<file path="src/rtl/obi_rr_arbiter.sv">
// obi_rr_arbiter: round-robin OBI arbiter with in-order response routing and address-window error responses
module obi_rr_arbiter #(
  parameter int          NUM_MASTERS     = 2,
  parameter int          MAX_OUTSTANDING = 2,
  parameter logic [31:0] BASE_ADDR       = 32'h0000_5000,
  parameter logic [31:0] LAST_ADDR       = 32'h0000_9000
) (
  input  logic                      clk_i,
  input  logic                      rst_ni,
  input  logic [NUM_MASTERS-1:0]    m_req_i,
  output logic [NUM_MASTERS-1:0]    m_gnt_o,
  input  logic [NUM_MASTERS*32-1:0] m_addr_i,
  input  logic [NUM_MASTERS-1:0]    m_we_i,
  input  logic [NUM_MASTERS*4-1:0]  m_be_i,
  input  logic [NUM_MASTERS*32-1:0] m_wdata_i,
  output logic [NUM_MASTERS-1:0]    m_rvalid_o,
  output logic [31:0]               m_rdata_o,
  output logic                      m_err_o,
  output logic                      s_req_o,
  input  logic                      s_gnt_i,
  output logic [31:0]               s_addr_o,
  output logic                      s_we_o,
  output logic [3:0]                s_be_o,
  output logic [31:0]               s_wdata_o,
  input  logic                      s_rvalid_i,
  input  logic [31:0]               s_rdata_i,
  input  logic                      s_err_i
);
  localparam int IW = NUM_MASTERS > 1 ? $clog2(NUM_MASTERS) : 1;
  localparam int PW = MAX_OUTSTANDING > 1 ? $clog2(MAX_OUTSTANDING) : 1;
  localparam int CW = $clog2(MAX_OUTSTANDING + 1);

  logic [IW-1:0] rr, locked_id, err_id, arb_id, idx, winner, head;
  logic          locked, err_pend, found;
  logic [IW-1:0] fifo [MAX_OUTSTANDING];
  logic [PW-1:0] wr_ptr, rd_ptr;
  logic [CW-1:0] count;
  logic [31:0]   w_addr;
  logic          in_range, full, empty, fwd, err_acc, pop;

  function automatic logic [PW-1:0] nxt(input logic [PW-1:0] p);
    return (p == PW'(MAX_OUTSTANDING - 1)) ? '0 : p + 1'b1;
  endfunction

  // Round-robin search starting just after the last-served manager
  always_comb begin
    arb_id = rr;
    idx = '0;
    found = 1'b0;
    for (int k = 1; k <= NUM_MASTERS; k++) begin
      idx = IW'((int'(rr) + k) % NUM_MASTERS);
      if (!found && m_req_i[idx]) begin
        arb_id = idx;
        found = 1'b1;
      end
    end
  end

  // A manager left waiting on s_gnt_i keeps the port until it is granted
  assign winner   = locked ? locked_id : arb_id;
  assign w_addr   = m_addr_i[32*winner +: 32];
  assign in_range = (w_addr >= BASE_ADDR) && (w_addr < LAST_ADDR);
  assign full     = count == CW'(MAX_OUTSTANDING);
  assign empty    = count == '0;
  assign head     = fifo[rd_ptr];

  assign s_req_o   = rst_ni && m_req_i[winner] && in_range && !full && !err_pend;
  assign s_addr_o  = s_req_o ? w_addr : '0;
  assign s_we_o    = s_req_o && m_we_i[winner];
  assign s_be_o    = s_req_o ? m_be_i[4*winner +: 4] : '0;
  assign s_wdata_o = s_req_o ? m_wdata_i[32*winner +: 32] : '0;

  // Out-of-window requests are answered locally, only once nothing is in flight
  assign fwd     = s_req_o && s_gnt_i;
  assign err_acc = rst_ni && m_req_i[winner] && !in_range && empty && !err_pend;
  assign pop     = rst_ni && s_rvalid_i && !empty;

  assign m_gnt_o    = (fwd || err_acc) ? NUM_MASTERS'(1) << winner : '0;
  assign m_rvalid_o = pop ? NUM_MASTERS'(1) << head : (rst_ni && err_pend) ? NUM_MASTERS'(1) << err_id : '0;
  assign m_rdata_o  = pop ? s_rdata_i : '0;
  assign m_err_o    = pop ? s_err_i : rst_ni && err_pend;

  // Arbitration state, ID FIFO of forwarded transactions and pending local error
  always_ff @(posedge clk_i) begin
    if (!rst_ni) begin
      rr <= '0;
      locked <= 1'b0;
      locked_id <= '0;
      wr_ptr <= '0;
      rd_ptr <= '0;
      count <= '0;
      err_pend <= 1'b0;
      err_id <= '0;
    end else begin
      if (fwd || err_acc) rr <= winner;
      locked <= s_req_o && !s_gnt_i;
      if (s_req_o && !s_gnt_i) locked_id <= winner;
      if (fwd) begin
        fifo[wr_ptr] <= winner;
        wr_ptr <= nxt(wr_ptr);
      end
      if (pop) rd_ptr <= nxt(rd_ptr);
      count <= count + CW'(fwd) - CW'(pop);
      err_pend <= err_acc;
      if (err_acc) err_id <= winner;
    end
  end

  // A response with nothing outstanding means the subordinate is out of step
  assert property (@(posedge clk_i) disable iff (!rst_ni) !(s_rvalid_i && empty));
  assert property (@(posedge clk_i) $onehot0(m_gnt_o) && $onehot0(m_rvalid_o));
endmodule
</file>
<file path="config.mk">
export PLATFORM = sky130hd
export DESIGN_NAME = obi_rr_arbiter
export DESIGN_NICKNAME = d
export VERILOG_FILES = /design/src/rtl/obi_rr_arbiter.sv
export SDC_FILE = /design/constraint.sdc
export NUM_CORES = 1
export LEC_CHECK = 0
export BUFFER_PORTS_ARGS = -buffer_cell sky130_fd_sc_hd__buf_4
export CAP_MARGIN = 20
export CORE_AREA = 2 2 111 113
export DETAILED_ROUTE_END_ITERATION = 10
export DIE_AREA = 0 0 113 115
export GPL_TIMING_DRIVEN = 0
export PLACE_DENSITY = 0.57
export SYNTH_ARGS = -nofsm -noshare
export SYNTH_HDL_FRONTEND = slang
export SYNTH_SLANG_ARGS = --single-unit
</file>
<file path="constraint.sdc">
create_clock -name clk_i -period 2.35 [get_ports clk_i]
set_clock_uncertainty 0.1 [all_clocks]
set_input_delay 0.1175 -clock clk_i [delete_from_list [all_inputs] [get_ports clk_i]]
set_output_delay 0.1175 -clock clk_i [all_outputs]
set_load 0.01 [all_outputs]
</file>
==> results of run 1 <==
==> Yosys cell counts (all sizes together) <==
| cell type | number | area [sq um] |
|---|---|---|
| a2111oi | 1 | 8.76 |
| a211oi | 2 | 20.0 |
| a21o | 2 | 15.0 |
| a21oi | 55 | 290 |
| and2 | 34 | 213 |
| and3b | 1 | 8.76 |
| buf | 22 | 180 |
| clkbuf | 15 | 56.3 |
| clkinv | 1 | 16.3 |
| conb | 1 | 3.75 |
| dfxtp | 10 | 200 |
| edfxtp | 2 | 60.1 |
| ha | 2 | 25.0 |
| inv | 5 | 18.8 |
| mux2i | 4 | 40.0 |
| nand2 | 116 | 435 |
| nand2b | 1 | 6.26 |
| nand3 | 2 | 10.0 |
| nor2 | 17 | 63.8 |
| nor4 | 4 | 25.0 |
| nor4b | 1 | 8.76 |
| o2111ai | 1 | 8.76 |
| o21ai | 4 | 20.0 |
| o31a | 1 | 8.76 |
| o31ai | 1 | 7.51 |
| or4 | 4 | 30.0 |
| or4b | 2 | 23.8 |
| xnor2 | 3 | 26.3 |
| xor2 | 1 | 8.76 |
==> registers in the layout, summed over array words and instances, names as in the netlist, named ones only <==
| signal | flops |
|---|---|
| fifo | 2 |
| locked | 1 |
| err_pend | 1 |
| wr_ptr | 1 |
| rd_ptr | 1 |
| count | 2 |
| locked_id | 1 |
| rr | 1 |
| err_id | 1 |
==> cell families (layout without fill, tap and decap cells) <==
| logic type | Yosys count | after routing | synth area share (%) |
|---|---|---|---|
| AO/OA/AOI/OAI | 67 | 67 | 20.6 |
| XOR/XNOR | 4 | 4 | 1.91 |
| adder cells (fa/ha/maj) | 2 | 2 | 1.36 |
| buffers and inverters | 43 | 319 | 14.8 |
| flip-flops | 12 | 12 | 14.1 |
| multiplexers | 4 | 4 | 2.18 |
| other | 1 | 16 | 0.204 |
| AND/OR/NAND/NOR | 182 | 182 | 44.8 |
==> cell type report <==
cell class	instances	area, sq um	area share (%)
multi-input combinational	275	1570	35.0
tap	147	184	4.10
timing repair buffer	272	2050	45.8
clock buffer	4	88.8	1.98
inverter	6	35.0	0.781
buffer	37	290	6.47
sequential	12	262	5.83
==> layer usage <==
layer,vias up,wire [microns]
met3,12,969
met4,0,170
met5,-,0
met1,1401,3430
li1,1580,-
met2,186,5330
==> per-stage QoR <==
stage / setup slack (ps) / utilization (%) / power, mW / instances
after floorplan: -143 / - / 0.444 / 330
after global placement: -335 / 34.6 / 0.732 / 744
after detailed placement: -377 / 34.6 / 0.742 / 744
after CTS: -134 / 36.9 / 1.13 / 752
after global routing: -256 / 38.0 / 1.22 / 753
final: -136 / 38.0 / 1.14 / 753
==> how the worst max path moves through the flow <==
| stage | slack [ps] | end | start | depth (start not counted) |
|---|---|---|---|---|
| finish | -140 | count[1] | rr | 10 |
| global placement | -330 | count[1] | rr | 10 |
| CTS | -130 | count[1] | rr | 10 |
| detailed placement | -380 | count[1] | rr | 10 |
| global route | -260 | count[1] | rr | 10 |
| floorplan | -140 | count[1] | rr | 10 |
==> report_power, final <==
part,switching (mW),internal [mW],total (mW)
Sequential,0.00506,0.218,0.223
Clock,0.0905,0.257,0.347
Combinational,0.282,0.290,0.571
Total,0.377,0.764,1.14
==> timing repair <==
action / in CTS / in global routing
endpoints found under the setup margin: 58 / 58
pin swaps: 3 / 3
hold endpoints to repair: 0 / 0
gates resized for setup: 42 / 37
buffers inserted: 4 / 1
==> impl_metrics.py, run 1 <==
metrics = {
    "status": {
        "status": "complete, but fails checks",
        "violations": "design-rule violations, negative setup slack",
    },
    "grt": {
        "antenna_found_initial": 0,
        "grt_max_degree": 12,
        "top_usage_layer": "met2",
        "grt_pass1_wl_microns": 14600,
        "grt_overflow_total": 0,
        "use_met1_pct": 14.2,
        "grtUsageMet2_pct": 27.4,
        "grt_pass1_vias": 3149,
        "globalRouteMet3Util_pct": 2.16,
        "grtUsageTotal_pct": 13.6,
    },
    "power": {
        "power.leakage_nw": 2.30,
        "ir_worst_vdd_v": 0.000130,
        "power_per_cell_area_nw_per_um2": 255,
    },
    "final_layout": {
        "finalNetCount": 786,
        "insertedDiodeCount": 0,
        "most-common-layout-cells": "buf_4 (285), nand2_1 (116), a21oi_2 (45)",
        "n_fill_cell": 1250,
        "area_delta_synth_final_pct": 144,
        "mostFrequentLayoutCell": "buf_4",
        "fin_area_sq_um": 4480,
        "layout-drive-gt1-share_pct": 59.6,
    },
    "drt": {
        "vias": 3179,
        "wl_per_cell_microns": 13.1,
        "firstDrtPassIters": 7,
        "vias_per_cell": 4.22,
        "drtAntennaViolNets": 0,
        "drc": 20,
        "wirelength_microns": 9900,
        "drt_first_iter_violations": 88,
    },
    "sta": {
        "post-route-min-period_ps": 2490,
        "worstMarginPinSlew_ps": 549,
        "setup_tns_ps": -3820,
        "relSlewSlack_pct": 63.4,
        "fmax_mhz": 402,
        "holdWs_ps": 16.4,
        "hold_viol": 0,
        "grt_setup_unrepaired": "yes",
        "setup_ws_ps": -136,
        "setup_viol_count_final": 55,
        "slew_violations": 0,
        "period_share_pct": 106,
    },
    "worst_setup_path": {
        "worstSetupPathType": "register to register",
        "reg2regPathDepth": 10,
        "critPathSlowestCell": "or4b_4",
        "r2r_end": "count[1]",
        "path_cells": "and2_4 > o31a_1 > or4b_4 > a21o_1 > ha_1 > inv_1 > ha_1 > xor2_1 > xnor2_1 > nor2_1",
        "end_kind": "register",
        "cp_data_arrival_time_ps": 2510,
        "max_stage_delay_ps": 510,
        "timing.critical_path.max_delay_family": "simple AND/OR/NAND/NOR gates",
        "critPathLaunchType": "register",
        "cp_max_fo": 3,
        "r2r_slack_ps": -140,
        "path_buf_inv": 1,
        "reg2reg_from": "rr",
        "worstPathRequired_ps": 2370,
        "cp_common_cell": "ha_1",
    },
    "clock_tree": {
        "insertion_delay_ps": 240,
        "clk_pin_slew_worst_paths_ps": 40,
        "cts_tree": "done",
        "cts_buffers": 3,
        "numClockSinks": 12,
        "h-tree-depth": 1,
        "clock_path_buffers": 2,
        "hold_buffers": 0,
        "cts_root_buf": "clkbuf_16",
    },
    "logic_synthesis": {
        "ys_types": 35,
        "netlist_area_sq_um": 1840,
        "syn_inst": 315,
        "seq_area_frac_synth_pct": 14.1,
        "avgSynthCellArea_sq_um": 5.84,
        "ys_seq_elements": 12,
        "ys_warn_count": 0,
    },
    "hold_path": {
        "hp-class": "input port to register",
        "hold_path_depth": 2,
        "hp-start": "s_gnt_i",
        "hold_end": "locked",
    },
    "job": {
        "max_cap_violations": 0,
    },
    "placement": {
        "io_buffer_count": 267,
        "place_area_sq_um": 4080,
        "dp_hpwl_microns": 8350,
        "globalplace.congestion": 0.813,
    },
    "floorplanning": {
        "num_rows": 40,
        "core-area_sq_um": 11800,
        "initial_core_util_pct": 15.6,
        "ioPinCount": 284,
        "die_x_microns": 113,
        "die_area_sq_um": 13000,
        "dieHeight_microns": 115,
    },
}
Power figures use the tool's default switching activity.
==> run 2: changes to the inputs <==
- ABC_AREA: not set -> 1
- PLACE_DENSITY: 0.57 -> 0.62
==> impl_metrics.py, run 2 <==
metrics = {
    "clock_tree": {
        "clk_pin_slew_worst_paths_ps": 40,
        "cts_buffers": 3,
        "cts_tree": "done",
        "hold_buffers": 0,
        "h-tree-depth": 1,
        "clock_path_buffers": 2,
        "cts_root_buf": "clkbuf_16",
        "insertion_delay_ps": 240,
        "numClockSinks": 12,
    },
    "status": {
        "status": "complete, but fails checks",
        "violations": "design-rule violations, negative setup slack",
    },
    "sta": {
        "hold_viol": 0,
        "post-route-min-period_ps": 2570,
        "setup_ws_ps": -225,
        "fmax_mhz": 388,
        "slew_violations": 0,
        "holdWs_ps": 211,
        "setup_viol_count_final": 58,
        "period_share_pct": 110,
        "grt_setup_unrepaired": "yes",
    },
    "worst_setup_path": {
        "cp_max_fo": 6,
        "cp_data_arrival_time_ps": 2360,
        "worstPathRequired_ps": 2130,
        "worstSetupPathType": "register to output pin",
        "end_kind": "output pin",
        "reg2regPathDepth": 19,
        "critPathLaunchType": "register",
    },
    "floorplanning": {
        "die_x_microns": 113,
        "core-area_sq_um": 11800,
        "ioPinCount": 284,
        "initial_core_util_pct": 20.6,
        "die_area_sq_um": 13000,
        "dieHeight_microns": 115,
        "num_rows": 40,
    },
    "logic_synthesis": {
        "yosysTopAreaCell": "nand2_1",
        "synthDominantCellAreaShare_pct": 25.5,
        "ys_types": 31,
        "seq_area_frac_synth_pct": 10.7,
        "yosys-top-cells-count": "nand2_1 (165), inv_1 (78), nor2_1 (49)",
        "syn_inst": 451,
        "yosysMostFrequentCell": "nand2_1",
        "synth_edf_count": 2,
        "async_flop_share_pct": 0,
        "synthTopCellsByArea": "nand2_1 (25%), a21oi_2 (15%), inv_1 (12%)",
        "synth_flop_cell": "dfxtp_1",
        "avgSynthCellArea_sq_um": 5.39,
        "ys_seq_elements": 12,
        "ys_warn_count": 0,
        "netlist_area_sq_um": 2430,
    },
    "drt": {
        "wirelength_microns": 11700,
        "firstDrtPassIters": 8,
        "drt_first_iter_violations": 151,
        "drtAntennaViolNets": 0,
        "drc": 20,
        "vias": 3683,
        "wl_per_cell_microns": 12.9,
        "vias_per_cell": 4.06,
    },
    "final_layout": {
        "most-common-layout-cells": "buf_4 (291), nand2_1 (155), inv_1 (76)",
        "final_cells": 908,
        "layout-drive-gt1-share_pct": 52.8,
        "insertedDiodeCount": 0,
        "largestRegisters": "count x2, fifo x2",
        "area_delta_synth_final_pct": 118,
        "mostFrequentLayoutCell": "buf_4",
        "finalNetCount": 941,
        "n_fill_cell": 1256,
    },
    "grt": {
        "grtUsageTotal_pct": 16.3,
        "grt_overflow_total": 0,
        "antenna_found_initial": 0,
        "grt_max_degree": 12,
        "grt_pass1_wl_microns": 16900,
        "grt_pass1_vias": 3355,
    },
    "job": {
        "max_cap_violations": 0,
    },
    "placement": {
        "post-place-cells": 880,
        "globalplace.congestion": 0.767,
        "io_buffer_count": 267,
        "dp_hpwl_microns": 9420,
    },
    "power": {
        "power.leakage_nw": 3.03,
        "ir_worst_vdd_v": 0.000164,
        "power_per_cell_area_nw_per_um2": 236,
    },
    "hold_path": {
        "hold_path_depth": 5,
        "hp-class": "input port to register",
    },
}
-- run 2: cell count changes after synthesis, sizes merged, moves of 3 or more --
| cell | before | now |
|---|---|---|
| or4 | 4 | 0 |
| nor2 | 17 | 50 |
| nand3b | 0 | 7 |
| buf | 22 | 27 |
| xnor2 | 3 | 0 |
| nand3 | 2 | 16 |
| mux2i | 4 | 0 |
| nand2 | 116 | 168 |
| and2 | 34 | 0 |
| nor4 | 4 | 0 |
| o21ai | 4 | 12 |
| nor3 | 0 | 3 |
| inv | 5 | 79 |
-- run 2: worst paths after layout --
path / endpoint / from / slack (ps)
hold reg to reg: rd_ptr / rd_ptr / 350
setup / recovery: s_wdata_o[3] / rr / -220
setup reg to reg: count[1] / rr / -180
hold / removal: locked_id / s_gnt_i / 210
-- run 2: cells by family (layout without fill, tap and decap cells) --
group,count (synthesis),after routing,share of synthesized area (%)
compound gates,68,68,20.5
xor+xnor,1,1,0.360
fa+ha+maj,2,2,1.03
buf+inv,120,414,23.7
flops,12,12,10.7
mux,1,1,0.463
other cells,1,16,0.154
simple gates,246,247,43.1
-- run 2: area by class of cell --
type | instances | area, sq um | area share [%]
Clock buffer | 3 | 75.1 | 1.42
Inverter | 79 | 297 | 5.59
Sequential cell | 12 | 262 | 4.93
Clock inverter | 1 | 3.75 | 0.0708
Timing Repair Buffer | 292 | 2330 | 44.0
Tap cell | 147 | 184 | 3.47
Buffer | 39 | 292 | 5.50
Multi-Input combinational cell | 335 | 1860 | 35.0
-- run 2: per-stage QoR --
stage | area (sq um) | utilization, % | setup TNS (ps) | setup slack, ps | total power, mW
floorplan | 2490 | - | -74.4 | -74.4 | 0.544
CTS | 5150 | 43.6 | -9380 | -225 | 1.25
detailed placement | 4680 | 39.6 | -1720 | -407 | 0.849
finish | 5310 | 44.9 | -7460 | -225 | 1.25
global placement | 4680 | 39.6 | -817 | -349 | 0.845
global route | 5310 | 44.9 | -17920 | -384 | 1.35
-- run 2: where the power goes --
part	switching (mW)	total, mW	internal [mW]
registers	0.00518	0.222	0.216
logic	0.352	0.718	0.366
clock network	0.0907	0.315	0.224
total	0.448	1.25	0.806
-- run 2: critical path, cell delays in order (launching register included) --
cell	delay (ps)
dfxtp_2	340
inv_2	50
nand2_2	70
nand3_4	120
nand2_8	120
buf_6	140
nand2_2	40
nand2_1	60
nand2_1	40
nor2_1	90
nand2_1	90
nor2_4	150
buf_6	120
nand3_4	100
buf_12	170
clkbuf_16	160
a21oi_4	120
buf_6	120
-- run 2: routing by layer --
metal / GRT usage, % / vias to the layer above / wire [microns]
li1: - / 1946 / -
met1: 17.3 / 1554 / 4210
met5: 0 / - / 0
met4: 4.80 / 0 / 156
met2: 30.6 / 174 / 6040
met3: 5.59 / 9 / 1270
-- run 2: repair_timing --
item                       CTS  global route
resized for setup           49            22
setup endpoints to repair   58            63
setup buffers               16             4
cloned                       4             2
pin swaps                   17            17
==> run 3: changes to the inputs <==
- CORE_AREA: 2 2 111 113 -> 2 2 109 111
- CTS_BUF_LIST: not set -> sky130_fd_sc_hd__clkbuf_16
- DIE_AREA: 0 0 113 115 -> 0 0 111 113
- PLACE_DENSITY: 0.62 -> 0.64
- SKIP_LAST_GASP: not set -> 1
==> impl_metrics.py, run 3 (synthesis results as in run 2) <==
metrics = {
    "status": {
        "status": "complete, but fails checks",
        "violations": "negative setup slack",
    },
    "placement": {
        "io_buffer_count": 267,
        "post-place-cells": 876,
        "place_area_sq_um": 4670,
        "globalplace.congestion": 0.828,
        "dp_hpwl_microns": 9560,
        "preCtsSetupSlack_ps": -448,
    },
    "drt": {
        "wirelength_microns": 12100,
        "drt_first_iter_violations": 101,
        "wl_per_cell_microns": 13.2,
        "firstDrtPassIters": 4,
        "vias": 3771,
        "drc": 0,
        "drtAntennaViolNets": 0,
        "vias_per_cell": 4.13,
    },
    "final_layout": {
        "postLayoutCoreUtil_pct": 48.6,
        "layout-drive-gt1-share_pct": 53.4,
        "finalNetCount": 950,
        "n_fill_cell": 1211,
        "area_delta_synth_final_pct": 125,
        "final_cells": 913,
        "largestRegisters": "count x2, fifo x2",
        "insertedDiodeCount": 0,
        "most-common-layout-cells": "buf_4 (292), nand2_1 (155), inv_1 (77)",
        "mostFrequentLayoutCell": "buf_4",
        "fin_area_sq_um": 5480,
    },
    "floorplanning": {
        "die_x_microns": 111,
        "core-area_sq_um": 11300,
        "die_area_sq_um": 12500,
        "dieHeight_microns": 113,
        "initial_core_util_pct": 21.6,
        "num_rows": 39,
        "ioPinCount": 284,
    },
    "worst_setup_path": {
        "reg2regPathDepth": 18,
        "end_kind": "output pin",
        "r2r_end": "count[1]",
        "reg2reg_from": "rr",
        "cp_max_fo": 8,
        "worstPathRequired_ps": 2130,
        "worstSetupPathType": "register to output pin",
        "cp-endpoint": "s_wdata_o[15]",
        "r2r_slack_ps": -180,
        "cp_data_arrival_time_ps": 2370,
        "crit_start": "rr",
        "critPathLaunchType": "register",
    },
    "job": {
        "max_cap_violations": 0,
    },
    "sta": {
        "worstMarginPinSlew_ps": 629,
        "period_share_pct": 110,
        "post-route-min-period_ps": 2590,
        "hold_viol": 0,
        "setup_viol_count_final": 57,
        "relSlewSlack_pct": 58.0,
        "setup_tns_ps": -11540,
        "grt_setup_unrepaired": "yes",
        "slew_violations": 0,
        "holdWs_ps": 135,
        "setup_ws_ps": -238,
        "fmax_mhz": 386,
    },
    "power": {
        "ir_worst_vdd_v": 0.000180,
        "power_per_cell_area_nw_per_um2": 235,
        "power.total_mw": 1.29,
        "power.leakage_nw": 3.09,
    },
    "clock_tree": {
        "clk_pin_slew_worst_paths_ps": 40,
        "clock_path_buffers": 2,
        "h-tree-depth": 1,
        "hold_buffers": 0,
        "cts_tree": "done",
        "cts_root_buf": "clkbuf_16",
        "cts_buffers": 3,
        "numClockSinks": 12,
        "insertion_delay_ps": 240,
    },
    "grt": {
        "grt_overflow_total": 0,
        "grt_pass1_vias": 3563,
        "grt_pass1_wl_microns": 17300,
        "grt_max_degree": 12,
        "grtUsageTotal_pct": 16.9,
        "antenna_found_initial": 0,
    },
    "hold_path": {
        "hp-class": "input port to register",
    },
}
run 3: cell types whose count changed in the layout (fill, tap and decap cells not counted), moves of 2 or more:
| cell | delta |
|---|---|
| a21oi_4 | +6 |
| a21oi_2 | -5 |
| buf_12 | +4 |
| buf_6 | +3 |
| clkbuf_16 | +2 |
| o21ai_0 | +2 |
run 3: worst min path at each step:
stage | cells after the start | to | start
2_1_floorplan | 2 | m_rdata_o[0] | s_rdata_i[0]
4_1_cts | 4 | locked | s_gnt_i
5_1_grt | 4 | locked | s_gnt_i
3_3_place_gp | 1 | rd_ptr | rd_ptr
3_5_place_dp | 1 | register | rd_ptr
6_report | 4 | locked | s_gnt_i
run 3: layer usage:
layer | track usage [%] | wire [microns]
met5 | 0 | 0
met4 | 5.33 | 187
met3 | 5.46 | 1190
met2 | 32.5 | 6280
met1 | 17.5 | 4420
run 3: cell type report:
class | count | area, sq um | area share, %
clock buffers | 3 | 75.1 | 1.37
clock inverters | 1 | 3.75 | 0.0685
plain buffers | 41 | 340 | 6.21
repair buffers | 299 | 2410 | 44.0
well taps | 143 | 179 | 3.27
inverters | 79 | 297 | 5.41
flip-flops and latches | 12 | 262 | 4.77
multi-input cells | 335 | 1910 | 34.9
run 3: what timing repair did:
item | 4_1_cts | 5_1_grt
endpoints found under the hold margin | 0 | 0
setup endpoints to repair | 58 | 61
gates cloned | 2 | 5
buffers inserted | 23 | 7
pin swaps | 12 | 13
resized for setup | 23 | 64
run 3: worst max-delay path, cell delays in order, from the launching register on:
cell	delay, ps
dfxtp_2	350
inv_2	60
nand2_2	80
nand3_4	110
nand2_8	110
buf_6	130
nand2_2	50
nand2_2	50
nand2_1	40
nor2_1	110
nand2_1	100
nor2_4	170
buf_12	130
nand3_4	70
buf_12	160
clkbuf_16	160
a21oi_2	110
buf_4	140
run 3: power by group:
part / switching, mW / total [mW] / internal, mW
Combinational: 0.370 / 0.755 / 0.385
Clock: 0.0859 / 0.309 / 0.223
Sequential: 0.00638 / 0.223 / 0.216
